## src/rtl/cmd_exec_pkg.sv

```systemverilog
// cmd_exec_pkg: shared types for the command executor.
// Holds the FSM state enum, the pulse-type codes, the captured command
// record (wcm field order, 338 bits) and a helper giving each timed state
// its length.
package cmd_exec_pkg;

   typedef enum logic [2:0] {
      S_IDLE,
      S_ARMED,
      S_BLANK1,
      S_PULSE,
      S_PAUSE,
      S_BLANK2,
      S_DONE
   } exec_state_t;

   localparam logic [1:0] TYPE_CONST = 2'd0;
   localparam logic [1:0] TYPE_SWEEP = 2'd1;
   localparam logic [1:0] TYPE_STEP  = 2'd2;

   typedef struct packed {
      logic [47:0] freq;
      logic [47:0] freq_step;
      logic [31:0] freq_rate;
      logic [63:0] time_start;
      logic [15:0] n_impuls;
      logic [1:0]  type_impulse;
      logic [31:0] ti;
      logic [31:0] tp;
      logic [31:0] tblank1;
      logic [31:0] tblank2;
   } cmd_t;

   // Length in clocks of a timed state; untimed states report 0.
   function automatic logic [31:0] state_len(input exec_state_t s, input cmd_t c);
      case (s)
         S_BLANK1: return c.tblank1;
         S_PULSE:  return c.ti;
         S_PAUSE:  return c.tp;
         S_BLANK2: return c.tblank2;
         default:  return 32'd0;
      endcase
   endfunction

endpackage

```

## src/rtl/cmd_exec_nco.sv

```systemverilog
// cmd_exec_nco: frequency word generation for cmd_exec.
// Loads the start frequency when a command begins, applies the per-pulse
// step (type 2) or the in-pulse linear sweep (type 1) and strobes
// nco_update whenever the word is (re)loaded or changes.
// Build option: CMD_EXEC_SWEEP_EN builds the type 1 sweep; without it type 1
// behaves like the constant type.
module cmd_exec_nco
   import cmd_exec_pkg::*;
(
   input  logic        clk,
   input  logic        rst_n,
   input  logic        abort,
   input  logic        start,
   input  logic        pulse_enter,
   input  logic        in_pulse,
   input  logic [1:0]  typ,
   input  logic [47:0] freq,
   input  logic [47:0] step,
   input  logic [31:0] rate,
   output logic [47:0] nco_freq,
   output logic        nco_update
);

   logic [47:0] acc;
   logic [47:0] acc_nxt;
   logic [47:0] freq_nxt;
   logic        upd_nxt;
`ifdef CMD_EXEC_SWEEP_EN
   logic [31:0] rate_cnt;
   logic [31:0] rate_nxt;
`else
   logic        unused_sweep;
   assign unused_sweep = ^{in_pulse, rate};
`endif

   // Next frequency word: start load, per-pulse reload/step, in-pulse sweep
   always_comb begin
      // NOTE: every output of this block gets a default first, so no path leaves a value unassigned and no latch is inferred.
      freq_nxt = nco_freq;
      acc_nxt  = acc;
      upd_nxt  = 1'b0;
`ifdef CMD_EXEC_SWEEP_EN
      rate_nxt = rate_cnt;
`endif
      if (!abort) begin
         if (start) begin
            freq_nxt = freq;
            acc_nxt  = (pulse_enter && typ == TYPE_STEP) ? freq + step : freq;
            upd_nxt  = 1'b1;
`ifdef CMD_EXEC_SWEEP_EN
            rate_nxt = 32'd0;
`endif
         end else if (pulse_enter) begin
            if (typ == TYPE_STEP) begin
               freq_nxt = acc;
               acc_nxt  = acc + step;
            end
`ifdef CMD_EXEC_SWEEP_EN
            else if (typ == TYPE_SWEEP) begin
               freq_nxt = freq;
            end
            rate_nxt = 32'd0;
`endif
            upd_nxt = (freq_nxt != nco_freq);
         end
`ifdef CMD_EXEC_SWEEP_EN
         else if (in_pulse && typ == TYPE_SWEEP && rate != 32'd0) begin
            if (rate_cnt == rate - 32'd1) begin
               rate_nxt = 32'd0;
               freq_nxt = nco_freq + step;
               upd_nxt  = (step != 48'd0);
            end else begin
               rate_nxt = rate_cnt + 32'd1;
            end
         end
`endif
      end
   end

   // Frequency word, step accumulator and update strobe registers
   always_ff @(posedge clk or negedge rst_n) begin
      // NOTE: non-blocking assignments make every flop here update from pre-edge values, independent of statement order.
      if (!rst_n) begin
         nco_freq   <= 48'd0;
         acc        <= 48'd0;
         nco_update <= 1'b0;
`ifdef CMD_EXEC_SWEEP_EN
         rate_cnt   <= 32'd0;
`endif
      end else begin
         nco_freq   <= freq_nxt;
         acc        <= acc_nxt;
         nco_update <= upd_nxt;
`ifdef CMD_EXEC_SWEEP_EN
         rate_cnt   <= rate_nxt;
`endif
      end
   end

endmodule

```

## src/rtl/cmd_exec.sv

```systemverilog
// cmd_exec: timed command executor downstream of wcm.
// Captures commands into a one-deep pending slot, waits for TIME_START,
// plays Tblank1 -> N x (Ti pulse, Tp pause) -> Tblank2 and requests the next
// command with a REQ_LEN-clock REQ_COMM pulse.
// Build option: CMD_EXEC_SWEEP_EN enables the type 1 linear sweep in
// cmd_exec_nco.
module cmd_exec
   import cmd_exec_pkg::*;
#(
   parameter int REQ_LEN = 4,
   parameter int TW      = 64
) (
   input  logic          CLK,
   input  logic          rst_n,
   input  logic [TW-1:0] TIME,
   input  logic          ABORT,
   input  logic          DATA_WR,
   input  logic [47:0]   FREQ_z,
   input  logic [47:0]   FREQ_STEP_z,
   input  logic [31:0]   FREQ_RATE_z,
   input  logic [TW-1:0] TIME_START_z,
   input  logic [15:0]   N_impuls_z,
   input  logic [1:0]    TYPE_impulse_z,
   input  logic [31:0]   Interval_Ti_z,
   input  logic [31:0]   Interval_Tp_z,
   input  logic [31:0]   Tblank1_z,
   input  logic [31:0]   Tblank2_z,
   output logic          REQ_COMM,
   output logic          IMPULSE,
   output logic          BLANK,
   output logic [47:0]   NCO_FREQ,
   output logic          NCO_UPDATE,
   output logic          BUSY,
   output logic          ERR_LATE,
   output logic          OVERRUN
);

   localparam int RW = $clog2(REQ_LEN + 1);

   exec_state_t   state, nxt_state;
   exec_state_t   after_armed, after_blank1, after_pulses;
   cmd_t          fields, pend, act;
   logic          pend_valid, data_wr_q, first_armed, primed;
   logic [31:0]   cnt, cnt_nxt;
   logic [15:0]   pulse_cnt, pulse_cnt_nxt, pulse_done;
   logic [RW-1:0] req_cnt;
   logic          capture, take, enter, late, go, pulse_enter;

   assign fields = {FREQ_z, FREQ_STEP_z, FREQ_RATE_z, TIME_START_z, N_impuls_z,
                    TYPE_impulse_z, Interval_Ti_z, Interval_Tp_z, Tblank1_z, Tblank2_z};

   assign capture     = DATA_WR && !data_wr_q && !ABORT;
   assign take        = (state == S_IDLE) && pend_valid && !ABORT;
   assign pulse_done  = pulse_cnt + 16'd1;
   assign pulse_enter = enter && (nxt_state == S_PULSE);

   assign REQ_COMM = (req_cnt != '0);
   assign IMPULSE  = (state == S_PULSE);
   assign BLANK    = (state == S_BLANK1) || (state == S_BLANK2);
   assign BUSY     = (state != S_IDLE);

   // Successor of each phase, skipping phases whose length is zero
   always_comb begin
      after_pulses = (act.tblank2 != 32'd0) ? S_BLANK2 : S_DONE;
      after_blank1 = (act.n_impuls != 16'd0 && act.ti != 32'd0) ? S_PULSE : after_pulses;
      after_armed  = (act.tblank1 != 32'd0) ? S_BLANK1 : after_blank1;
   end

   // Next-state, down-counter and pulse-counter logic
   always_comb begin
      nxt_state     = state;
      cnt_nxt       = cnt;
      pulse_cnt_nxt = pulse_cnt;
      enter         = 1'b0;
      late          = 1'b0;
      go            = 1'b0;
      case (state)
         S_IDLE: begin
            if (pend_valid) nxt_state = S_ARMED;
         end
         S_ARMED: begin
            pulse_cnt_nxt = 16'd0;
            if (first_armed && act.time_start <= TIME) begin
               late      = 1'b1;
               nxt_state = S_DONE;
            end else if (TIME >= act.time_start) begin
               go        = 1'b1;
               enter     = 1'b1;
               nxt_state = after_armed;
            end
         end
         S_BLANK1, S_PAUSE, S_BLANK2: begin
            if (cnt == 32'd0) begin
               enter     = 1'b1;
               nxt_state = (state == S_BLANK1) ? after_blank1 :
                           (state == S_PAUSE)  ? S_PULSE : S_DONE;
            end else begin
               cnt_nxt = cnt - 32'd1;
            end
         end
         S_PULSE: begin
            if (cnt == 32'd0) begin
               enter         = 1'b1;
               pulse_cnt_nxt = pulse_done;
               if (pulse_done == act.n_impuls) nxt_state = after_pulses;
               else if (act.tp != 32'd0)       nxt_state = S_PAUSE;
               else                            nxt_state = S_PULSE;
            end else begin
               cnt_nxt = cnt - 32'd1;
            end
         end
         S_DONE:  nxt_state = S_IDLE;
         default: nxt_state = S_IDLE;
      endcase
      if (enter) cnt_nxt = state_len(nxt_state, act) - 32'd1;
      if (ABORT) nxt_state = S_IDLE;
   end

   // Control state, pending flag, request timer and status pulses
   always_ff @(posedge CLK or negedge rst_n) begin
      if (!rst_n) begin
         state       <= S_IDLE;
         cnt         <= 32'd0;
         pulse_cnt   <= 16'd0;
         first_armed <= 1'b0;
         data_wr_q   <= 1'b0;
         pend_valid  <= 1'b0;
         primed      <= 1'b0;
         req_cnt     <= '0;
         ERR_LATE    <= 1'b0;
         OVERRUN     <= 1'b0;
      end else begin
         state       <= nxt_state;
         cnt         <= cnt_nxt;
         pulse_cnt   <= pulse_cnt_nxt;
         first_armed <= take;
         data_wr_q   <= DATA_WR;
         primed      <= 1'b1;
         ERR_LATE    <= late && !ABORT;
         OVERRUN     <= capture && pend_valid && !take;
         if (ABORT)        pend_valid <= 1'b0;
         else if (capture) pend_valid <= 1'b1;
         else if (take)    pend_valid <= 1'b0;
         if (!primed || ABORT || state == S_DONE) req_cnt <= RW'(REQ_LEN);
         else if (req_cnt != '0)                  req_cnt <= req_cnt - RW'(1);
      end
   end

   // Command payload: pending slot and active command
   always_ff @(posedge CLK) begin
      // NOTE: the wide payload registers carry no reset; pend_valid and the state machine gate every use of their contents.
      if (capture) pend <= fields;
      if (take)    act  <= pend;
   end

   cmd_exec_nco u_nco (
      .clk        (CLK),
      .rst_n      (rst_n),
      .abort      (ABORT),
      .start      (go && !ABORT),
      .pulse_enter(pulse_enter),
      .in_pulse   (state == S_PULSE),
      .typ        (act.type_impulse),
      .freq       (act.freq),
      .step       (act.freq_step),
      .rate       (act.freq_rate),
      .nco_freq   (NCO_FREQ),
      .nco_update (NCO_UPDATE)
   );

endmodule

```

## config.mk

```make
export PLATFORM = sky130hd
export DESIGN_NAME = cmd_exec
export DESIGN_NICKNAME = d
export VERILOG_FILES = /design/src/rtl/cmd_exec_pkg.sv /design/src/rtl/cmd_exec_nco.sv /design/src/rtl/cmd_exec.sv
export SDC_FILE = /design/constraint.sdc
export NUM_CORES = 1
export LEC_CHECK = 0
export ABC_AREA = 1
export BUFFER_PORTS_ARGS = -buffer_cell sky130_fd_sc_hd__buf_2
export CAP_MARGIN = 30
export CORE_MARGIN = 1
export CORE_UTILIZATION = 37
export DETAILED_ROUTE_END_ITERATION = 8
export SLEW_MARGIN = 40
export SYNTH_ARGS = -nofsm -noshare
export SYNTH_HDL_FRONTEND = slang
export SYNTH_SLANG_ARGS = --single-unit
export TNS_END_PERCENT = 5
```

## constraint.sdc

```tcl
create_clock -name CLK -period 21.4 [get_ports CLK]
set_input_delay 4.28 -clock CLK [delete_from_list [all_inputs] [get_ports CLK]]
set_output_delay 4.28 -clock CLK [all_outputs]
set_load 0.1 [all_outputs]
```

After elaboration in Yosys (flattened, before gate mapping)
Cells that the tools add are included.

Add/subtract/negate cells: 6. Order comparisons: 2. Eq/ne operators: 16. Mux-type cells: 46. Bitwise logic cells: 1. Reductions and logical operators: 40.

Operators by type and width (count): two-way mux 48 bit (10); two-way mux 32 bit (4); case mux 32 bit (4 select lines) (1); nonzero test 32 bit (4); adder 48 bit (2); >= comparator 64 bit (1); less-or-equal comparator 64 bit (1); subtractor 32 x 1 -> 32 bit, second input constant (2); inequality test 48 bit (1); two-way mux 3 bit (14); zero test 32 bit (1); case mux 16 bit (2 select lines) (1); adder 16 x 1 -> 16 bit, second input constant (1); == test 16 bit (1); two-way mux 16 bit (1); nonzero test 16 bit (1); == test 3 x 2 -> 1 bit, second input constant (5); == test 3 bit, second input constant (5); logical AND 1 bit (12); two-way mux 1 bit (12); case mux 3 bit (4 select lines) (1); nonzero test 2 bit (5); nonzero test 3 bit (3); AND reduction 2 bit (3); other kinds (14) (19).

Flip-flop bits (word level): 769. Input bits: 406. Output and inout port bits: 55. Logic and storage cells: 142.

Longest topological paths before layout
Gate-level depths: netlist of the first run.

Word-level depth: 17. Gate-level depth with buffers: 36. Mapped depth without buffers: 35.

Modules after synthesis
From an unflattened synthesis of the first run, not the netlist that was laid out.

Cells, all modules: 4768. Area total of the unflattened synthesis: 42963.7 sq um.

By module, submodules not included: cmd_exec (instances 1, cells an instance 2133, area an instance 28621.2 sq um, sequential area each 21800.9 sq um); cmd_exec_nco (instances 1, cells an instance 2635, area an instance 14342.5 sq um, sequential area each 2427.3 sq um).

Worst setup path after synthesis of the first run
OpenSTA, ideal clock, no wires.

Path type: in2reg. Start: in ABORT. End: reg first_armed. Library setup time: 1447 ps. Arrival: 17173 ps. Data required time: 19953 ps. Slack: 2780 ps. Stages on the path: 2. Path buffers: 1. Cell sequence: clkbuf_1 > nor2_1.

Cells in the longest elaborated chain, start to end: 2.

RTL lines: start, declared (RTL line cmd_exec.sv:16) `input logic ABORT,`; zero test 1 bit; logical AND 1 bit (RTL line cmd_exec.sv:53) `assign take = (state == S_IDLE) && pend_valid && !ABORT;`; named net take (RTL line cmd_exec.sv:47) `logic capture, take, enter, late, go, pulse_enter;`; end signal, assigned (RTL line cmd_exec.sv:136) `first_armed <= take;`; end, declared (RTL line cmd_exec.sv:43) `logic pend_valid, data_wr_q, first_armed, primed;`.

The timed path passes the listed nets, and every way through them passes these cells. A chain may end at the register's enable or synchronous reset.

Worst setup path in the final report of the first run
Start: in TIME[43]. End: reg u_nco.acc[11].

Cells in the longest elaborated chain, start to end: 10. Elaborated cells on any way between the ends: 20. Classes of those cells: order compare (2); eq/ne (1); mux (10); reduce/logical (7).

RTL lines: start, declared (RTL line cmd_exec.sv:15) `input logic [TW-1:0] TIME,`; >= comparator 64 bit or less-or-equal comparator 64 bit (tied branches) (RTL line cmd_exec.sv:86, cmd_exec.sv:83); two-way mux 3 bit or logical AND 1 bit (tied branches) (RTL line cmd_exec.sv:86, cmd_exec.sv:83); two-way mux 3 bit * (RTL line cmd_exec.sv:83) `if (first_armed && act.time_start <= TIME) begin`; case mux 3 bit (4 select lines) * (RTL line cmd_exec.sv:77) `case (state)`; two-way mux 3 bit * (RTL line cmd_exec.sv:116) `if (ABORT) nxt_state = S_IDLE;`; named net nxt_state[1] (RTL line cmd_exec.sv:40) `exec_state_t state, nxt_state;`; == test 3 x 2 -> 1 bit * (RTL line cmd_exec.sv:55) `assign pulse_enter = enter && (nxt_state == S_PULSE);`; logical AND 1 bit * (RTL line cmd_exec.sv:55); logical AND 1 bit (RTL line cmd_exec_nco.sv:48) `acc_nxt = (pulse_enter && typ == TYPE_STEP) ? freq + step : freq;`; two-way mux 48 bit (RTL line cmd_exec_nco.sv:48); two-way mux 48 bit (RTL line cmd_exec_nco.sv:46) `if (start) begin`; end signal, assigned (RTL line cmd_exec_nco.sv:92) `acc <= acc_nxt;`; end, declared (RTL line cmd_exec_nco.sv:24) `logic [47:0] acc;`.

Mark *: on every way through the listed nets, which the timed path passes. The rest lies on a longest branch.

==> impl_results.md, run 1 <==
- Tightest Pin Transition: 0.852 ns
- Synth top area cells: edfxtp_1 49%, dfrtp_1 10%, nand2_1 8.1%
- Synth Cell Area: 0.0377 mm^2
- Metal3 WL: 9350 um
- Max_slew headroom: 0.427
- EDFF count, synth: 612
- # resized after CTS: 0
- GP Congestion: 0.952
- HP Class: reg -> reg
- Synth top area share: 0.488
- Die H: 321 um
- Asr flop ratio synth: 0.204
- Yosys top cell by area: edfxtp_1
- DR vias: 28,900
- Max-cap violation count: 0
- WS Path Type: in -> reg
- GR Util All Layers: 0.221
- First-pass GRT wire length: 171,000 um
- Compound-Gate Fraction of Synth Area: 0.108
- Post-synthesis sequential area ratio: 0.592
- H-tree levels: 3
- Synth Warn #: 0
- Setup Skew: 0.0256 ns
- Post-Synth Adder-Cell Area: 0.0548
- Leakage: 18.4 nW
- Fin crit period: 9.27 ns
- PwrDens: 106 mW/mm^2
- Syn nets: 4,355
- R2r setup slk: 15.46 ns
- Max layer used: met5
- CTS tree: yes
- Xor/xnor share of the synthesized area: 0.0144
- Die width: 321 um
- Critical path launch point type: input port
- Nets: 4,799
- Worst Setup End Kind: flop
- Clk Latency, worst-skew pair: 0.68 ns
- Reg clk slew, reported paths: 0.06 ns
- Synth top cells by count: 812 x nand2_1, 612 x edfxtp_1, 403 x nor2_1, 374 x inv_1, 257 x o21ai_0
- Design Area, Final: 0.0443 mm^2
- 1st-pass router iterations: 6
- Largest family of logic cells by synthesized area: simple AND/OR/NAND/NOR gates
- WP data arrival: 9.79 ns
- CTS Hold Bufs: 0
- Final-report setup violation count: 0
- Mux cell area share after synthesis: 0.00133
- Share of cells above drive strength 1: 0.162
- Worst ir drop on vdd: 0.0823 mV
- CP startpoint: TIME[43]
- Crit-path max FO: 46
- Top-count cell post-synth: nand2_1
- Final ANT Viol Nets: 0
- Syn avg cell area: 9.96 um^2
- IO Pins: 461
- Vias in the first global route: 28,300
- Hold Vio Cnt, Final: 0
- Post-Syn Instances: 3,785
- Placement Cell Area: 0.0413 mm^2
- Area grow syn2layout: 17.6%
- Critical Path RT: 21.92 ns
- Met2 routed WL: 53,000 um
- Row count: 116
- Seq cells post-synth: 769
- Reg-to-Reg Start: act[189]
- Status: completed
- Core area: 0.100 mm^2
- Achievable Freq: 0.108 GHz
- Hold Crit Start: pend[137]
- Setup TNS Final: 0 ns
- Post-Synth Simple-Gate Area: 0.179
- Initial Util: 0.375
- DRT met1 WL: 48,400 um
- Wire per inst: 20.2 um
- Ys flop type: edfxtp_1
- GRT overflow: 0
- CTS sink count: 769
- Dpl hpwl: 87,400 um
- Total clock buffers created by CTS: 86
- DR iter-0 viols: 2,504
- Initial antenna violation count: 31
- Fin util: 0.441
- Die area: 0.103 mm^2
- Via density: 5.11
- Count of cell types in the netlist: 60
- Largest net degree at the start of global routing: 106
- Number of remaining DRC errors: 0
- I/O Buffers: 428
- Post-CTS Setup Inserts: 0
- Final WL: 114,000 um
- RSZ-0062 raised after global routing: no
- Clk buf depth: 3
- Tcrit/Tclk final: 0.433
- Final Max Slew Viols: 0
- Root buf cell: clkbuf_16
## placed cells by master (no fill, tap or decap), drive strengths merged, types with 3 or more instances in the layout
master	count
inv	391
o211ai	4
a31oi	41
nand3	202
o31ai	8
o21ai	274
o21bai	5
o221ai	8
o2bb2ai	4
nand4	49
nor2	443
o21a	21
ha	162
a21boi	8
edfxtp	612
a221oi	7
clkinvlp	4
diode	7
nor4	29
nor3	22
a31o	9
xor2	36
mux2i	5
a21oi	228
buf	454
nand3b	4
xnor2	26
dfrtp	157
a211oi	6
bufinv	10
o22ai	23
clkbuf	103
or2	20
clkinv	34
a311oi	4
nand2	825
a32o	3
a21o	9
a2111oi	3
a22oi	37
## flip-flops by register name, indices dropped and copies added, names as in the netlist, 3 cells and up
register / cells
pend: 306
req_cnt: 3
cnt: 32
pulse_cnt: 16
u_nco.acc: 48
u_nco.nco_freq: 48
state: 3
act: 306
## area by class of cell
class | count | area (um^2)
clock buffers | 103 | 2280
repair buffers | 454 | 2390
multi-input cells | 2536 | 13500
fillers | 9769 | 56100
clock inverters | 57 | 663
diodes | 7 | 17.5
well taps | 1357 | 1700
flip-flops and latches | 769 | 22300
inverters | 382 | 1450
## kinds of logic after synthesis
family,after synthesis
fa+ha+maj,164
flops,769
other cells,1
mux,5
simple gates,1595
compound gates,709
buf+inv,480
xor+xnor,62
## power by group
part / internal, W / total [W] / leakage (nW) / switching [W]
Clock: 0.000894 / 0.00154 / 1.44 / 0.000642
Sequential: 0.00175 / 0.00188 / 7.43 / 0.000131
Combinational: 0.000361 / 0.00126 / 9.52 / 0.000898
Total: 0.00300 / 0.00468 / 18.4 / 0.00167
## worst max-delay path: stages
cell,delay [ns]
buf_2,0.11
ha_1,0.31
a21oi_1,0.24
a21oi_1,0.12
nor2_1,0.14
nand2_1,0.09
a21oi_1,0.28
a21oi_1,0.16
nand2_1,0.65
a21boi_2,0.79
nor2_1,0.17
nand2_1,0.25
inv_2,0.22
nand2_1,0.15
buf_4,0.55
nor2_4,0.14
inv_4,0.53
a21oi_1,0.15
a211oi_1,0.34
a21oi_1,0.08
## per-stage QoR
step	worst slack, ns	hold slack, ns	std cells	total power [W]
global placement	11.36	0.401	5497	0.00314
floorplan	2.78	0.400	3785	0.00279
CTS	12.26	0.407	5657	0.00470
global route	11.88	0.416	5660	0.00490
finish	12.13	0.410	5665	0.00468
detailed placement	11.54	0.405	5497	0.00315
## routing by layer
layer,GRT usage,up-vias
met2,0.359,1025
met3,0.0562,226
met5,0,-
li1,-,14100
met1,0.285,13600
met4,0.0750,38
## worst paths after layout
check	endpoint	depth (start not counted)
max	u_nco.acc[11]	20
min	act[137]	0
max reg2reg	u_nco.acc[11]	20
min reg2reg	act[137]	0
max in group asynchronous	u_nco.acc[5]	2
min in group asynchronous	u_nco.acc[44]	1
Note: power is estimated with default switching activity, not from simulation.
==> run 2: changes to the inputs <==
==> constraint.sdc (replaced) <==
create_clock -name CLK -period 9.1 [get_ports CLK]
set_input_delay 1.82 -clock CLK [delete_from_list [all_inputs] [get_ports CLK]]
set_output_delay 1.82 -clock CLK [all_outputs]
set_load 0.1 [all_outputs]
==> run 2 against run 1 <==
Net effect: clock-buffer cell count is 8 higher; total power is 130% higher; sequential cell count stayed put; global-route usage is 0.32 points lower; highest routed layer unchanged.
==> impl_results.md, run 2 (same netlist as run 1, synthesis figures left out) <==
- Leakage: 18.3 nW (was 18.4 nW)
- CTS Hold Bufs: 0 (unchanged)
- Critical path launch point type: input port (unchanged)
- Crit path largest cell delay: 0.80 ns (was 0.79 ns)
- Most common cell after layout, fill and taps aside: nand2_1 (unchanged)
- Hold Vio Cnt, Final: 0 (unchanged)
- Total clock buffers created by CTS: 85 (was 86)
- Wire per inst: 20.0 um (was 20.2 um)
- FF+latch area: 0.0223 mm^2 (unchanged)
- First-pass GRT wire length: 169,000 um (was 171,000 um)
- Reg clk slew, reported paths: 0.06 ns (about the same)
- Via density: 5.08 (was 5.11)
- Fin crit period: 6.45 ns
- CTS tree: yes (unchanged)
- Tcrit/Tclk final: 0.709
- Row count: 116 (unchanged)
- IO Pins: 461 (unchanged)
- Slowest CP cell: a21boi_2 (unchanged)
- GP Congestion: 0.932 (was 0.952)
- Post-CTS Setup Inserts: 0 (unchanged)
- WS Path Type: in -> reg (unchanged)
- Root buf cell: clkbuf_16 (unchanged)
- Most frequent cells in the layout: 810 x nand2_1, 612 x edfxtp_1, 427 x buf_2 (was 811 x nand2_1, 612 x edfxtp_1, 427 x buf_2)
- Non-Filler Instances: 5,671 (was 5,665)
- Footprint of the multi-input gates: 0.0135 mm^2 (about the same)
- Area grow syn2layout: 17.2% (was 17.6%)
- GRT overflow: 0 (unchanged)
- Die area: 0.103 mm^2 (unchanged)
- # resized after CTS: 0 (unchanged)
- Initial antenna violation count: 36 (was 31)
- Max_slew headroom: 0.394 (was 0.427)
- Achievable Freq: 0.155 GHz
- Setup Skew: 0.0418 ns (was 0.0256 ns)
- Initial Util: 0.375 (unchanged)
- Top flop regs: act: 306 flops, pend: 306 flops (unchanged)
- PwrDens: 244 mW/mm^2 (was 106 mW/mm^2)
- Largest net degree at the start of global routing: 131 (was 106)
- H-tree levels: 3 (unchanged)
- CTS sink count: 769 (unchanged)
- Vias in the first global route: 28,300 (about the same)
- Core area: 0.100 mm^2 (unchanged)
- Status: completed (unchanged)
- Final-layout fill cell count: 9,642 (was 9,769)
- Die width: 321 um (unchanged)
- Clk Latency, worst-skew pair: 0.69 ns (was 0.68 ns)
- Clk buf depth: 3 (unchanged)
- Crit-path most repeated cell: nand2_1 (was a21oi_1)
- Dpl cells: 5,500 (was 5,497)
- HP Class: reg -> reg (unchanged)
- Final WL: 113,000 um (was 114,000 um)
- Worst Setup End Kind: flop (unchanged)
- DR iter-0 viols: 2,694 (was 2,504)
- Final-report setup violation count: 0 (unchanged)
- Dpl hpwl: 86,300 um (was 87,400 um)
- GR Util All Layers: 0.218 (was 0.221)
- CP cell instances: buf_2 > ha_1 > a21oi_1 > o21a_1 > nand2_1 > nand2_1 > nand2_1 > a21oi_1 > a21oi_1 > nand2_2 > a21boi_2 > nor2_1 > nand2_1 > inv_2 > nand2_1 > nor2_4 > inv_2 > buf_4 > a32o_1 > a22oi_1 (was buf_2 > ha_1 > a21oi_1 > a21oi_1 > nor2_1 > nand2_1 > a21oi_1 > a21oi_1 > nand2_1 > a21boi_2 > nor2_1 > nand2_1 > inv_2 > nand2_1 > buf_4 > nor2_4 > inv_4 > a21oi_1 > a211oi_1 > a21oi_1)
- DR vias: 28,800 (was 28,900)
- I/O Buffers: 428 (unchanged)
- Number of remaining DRC errors: 0 (unchanged)
- 1st-pass router iterations: 6 (unchanged)
- Final ANT Viol Nets: 0 (unchanged)
- Critical Path RT: 9.62 ns (was 21.92 ns)
- Share of cells above drive strength 1: 0.159 (was 0.162)
- RSZ-0062 raised after global routing: no (unchanged)
- Crit-path max FO: 32 (was 46)
- Setup TNS Final: 0 ns (unchanged)
- Worst ir drop on vdd: 0.193 mV (was 0.0823 mV)
- Die H: 321 um (unchanged)
- Nets: 4,801 (was 4,799)
- Final Max Slew Viols: 0 (unchanged)
- Max-cap violation count: 0 (unchanged)
- WP data arrival: 6.97 ns (was 9.79 ns)
- Tightest Pin Transition: 0.904 ns (was 0.852 ns)
run 2: cell types whose count changed in the layout (fill, tap and decap cells not counted), moves of 3 or more:
| cell | before | now |
|---|---|---|
| clkinvlp_4 | 4 | 7 |
| clkinv_4 | 4 | 1 |
| clkinv_8 | 0 | 3 |
| clkinv_2 | 16 | 12 |
| buf_4 | 17 | 21 |
| inv_6 | 5 | 2 |
| clkbuf_8 | 4 | 1 |
| diode_2 | 7 | 14 |
| inv_16 | 5 | 1 |
| bufinv_16 | 10 | 7 |
| clkbuf_1 | 12 | 25 |
run 2: worst paths after layout:
| check | start | endpoint | slack [ns] | cells after the start |
|---|---|---|---|---|
| max | TIME[39] | u_nco.acc[39] | 2.65 | 20 |
| min reg2reg | pend[321] | act[321] | 0.41 | 0 |
| min | pend[321] | act[321] | 0.41 | 0 |
| max reg2reg | act[57] | u_nco.acc[39] | 3.48 | 15 |
| min in group asynchronous | rst_n | u_nco.acc[44] | 1.16 | 1 |
| max in group asynchronous | rst_n | pulse_cnt[8] | 6.84 | 2 |
run 2: final cells by class:
cell class                 count  share of cell area
antenna                       14            0.000793
clock buffer                 111              0.0506
clock inverter                45              0.0120
inverter                     382              0.0328
multi-input combinational   2536               0.306
sequential                   769               0.505
tap                         1357              0.0384
timing repair buffer         457              0.0544
run 2: per-stage QoR:
stage                     power, W   util  setup slack, ns  hold WS, ns  instance area, um^2
after floorplan            0.00654      -            0.348        0.400                37700
after global placement     0.00738  0.411             1.84        0.401                41300
after detailed placement   0.00740  0.412             1.74        0.405                41300
after CTS                   0.0109  0.439             2.41        0.413                44100
after global routing        0.0113  0.440             2.38        0.412                44200
final                       0.0108  0.440             2.65        0.405                44200
run 2: power breakdown:
group	internal, W	switching (W)	total [W]
Clock	0.00195	0.00147	0.00342
Sequential	0.00412	0.000305	0.00442
Combinational	0.000851	0.00209	0.00294
run 2: metal layers:
metal | global-route usage | wire length (um) | up-vias | part of all wire
met1 | 0.277 | 48300 | 13500 | 0.43
met3 | 0.0581 | 8930 | 239 | 0.079
met4 | 0.0806 | 3820 | 44 | 0.034
met5 | 0 | 288 | - | 0.0025
li1 | - | - | 14100 | -
met2 | 0.353 | 52000 | 972 | 0.46
run 2: worst max-delay path, delay by kind of cell:
| kind | cells | cell delay, ns |
|---|---|---|
| buffers and inverters | 4 | 1.30 |
| adders and majority gates | 1 | 0.31 |
| AOI/OAI and AO/OA | 7 | 1.89 |
| and+or+nand+nor | 8 | 1.62 |
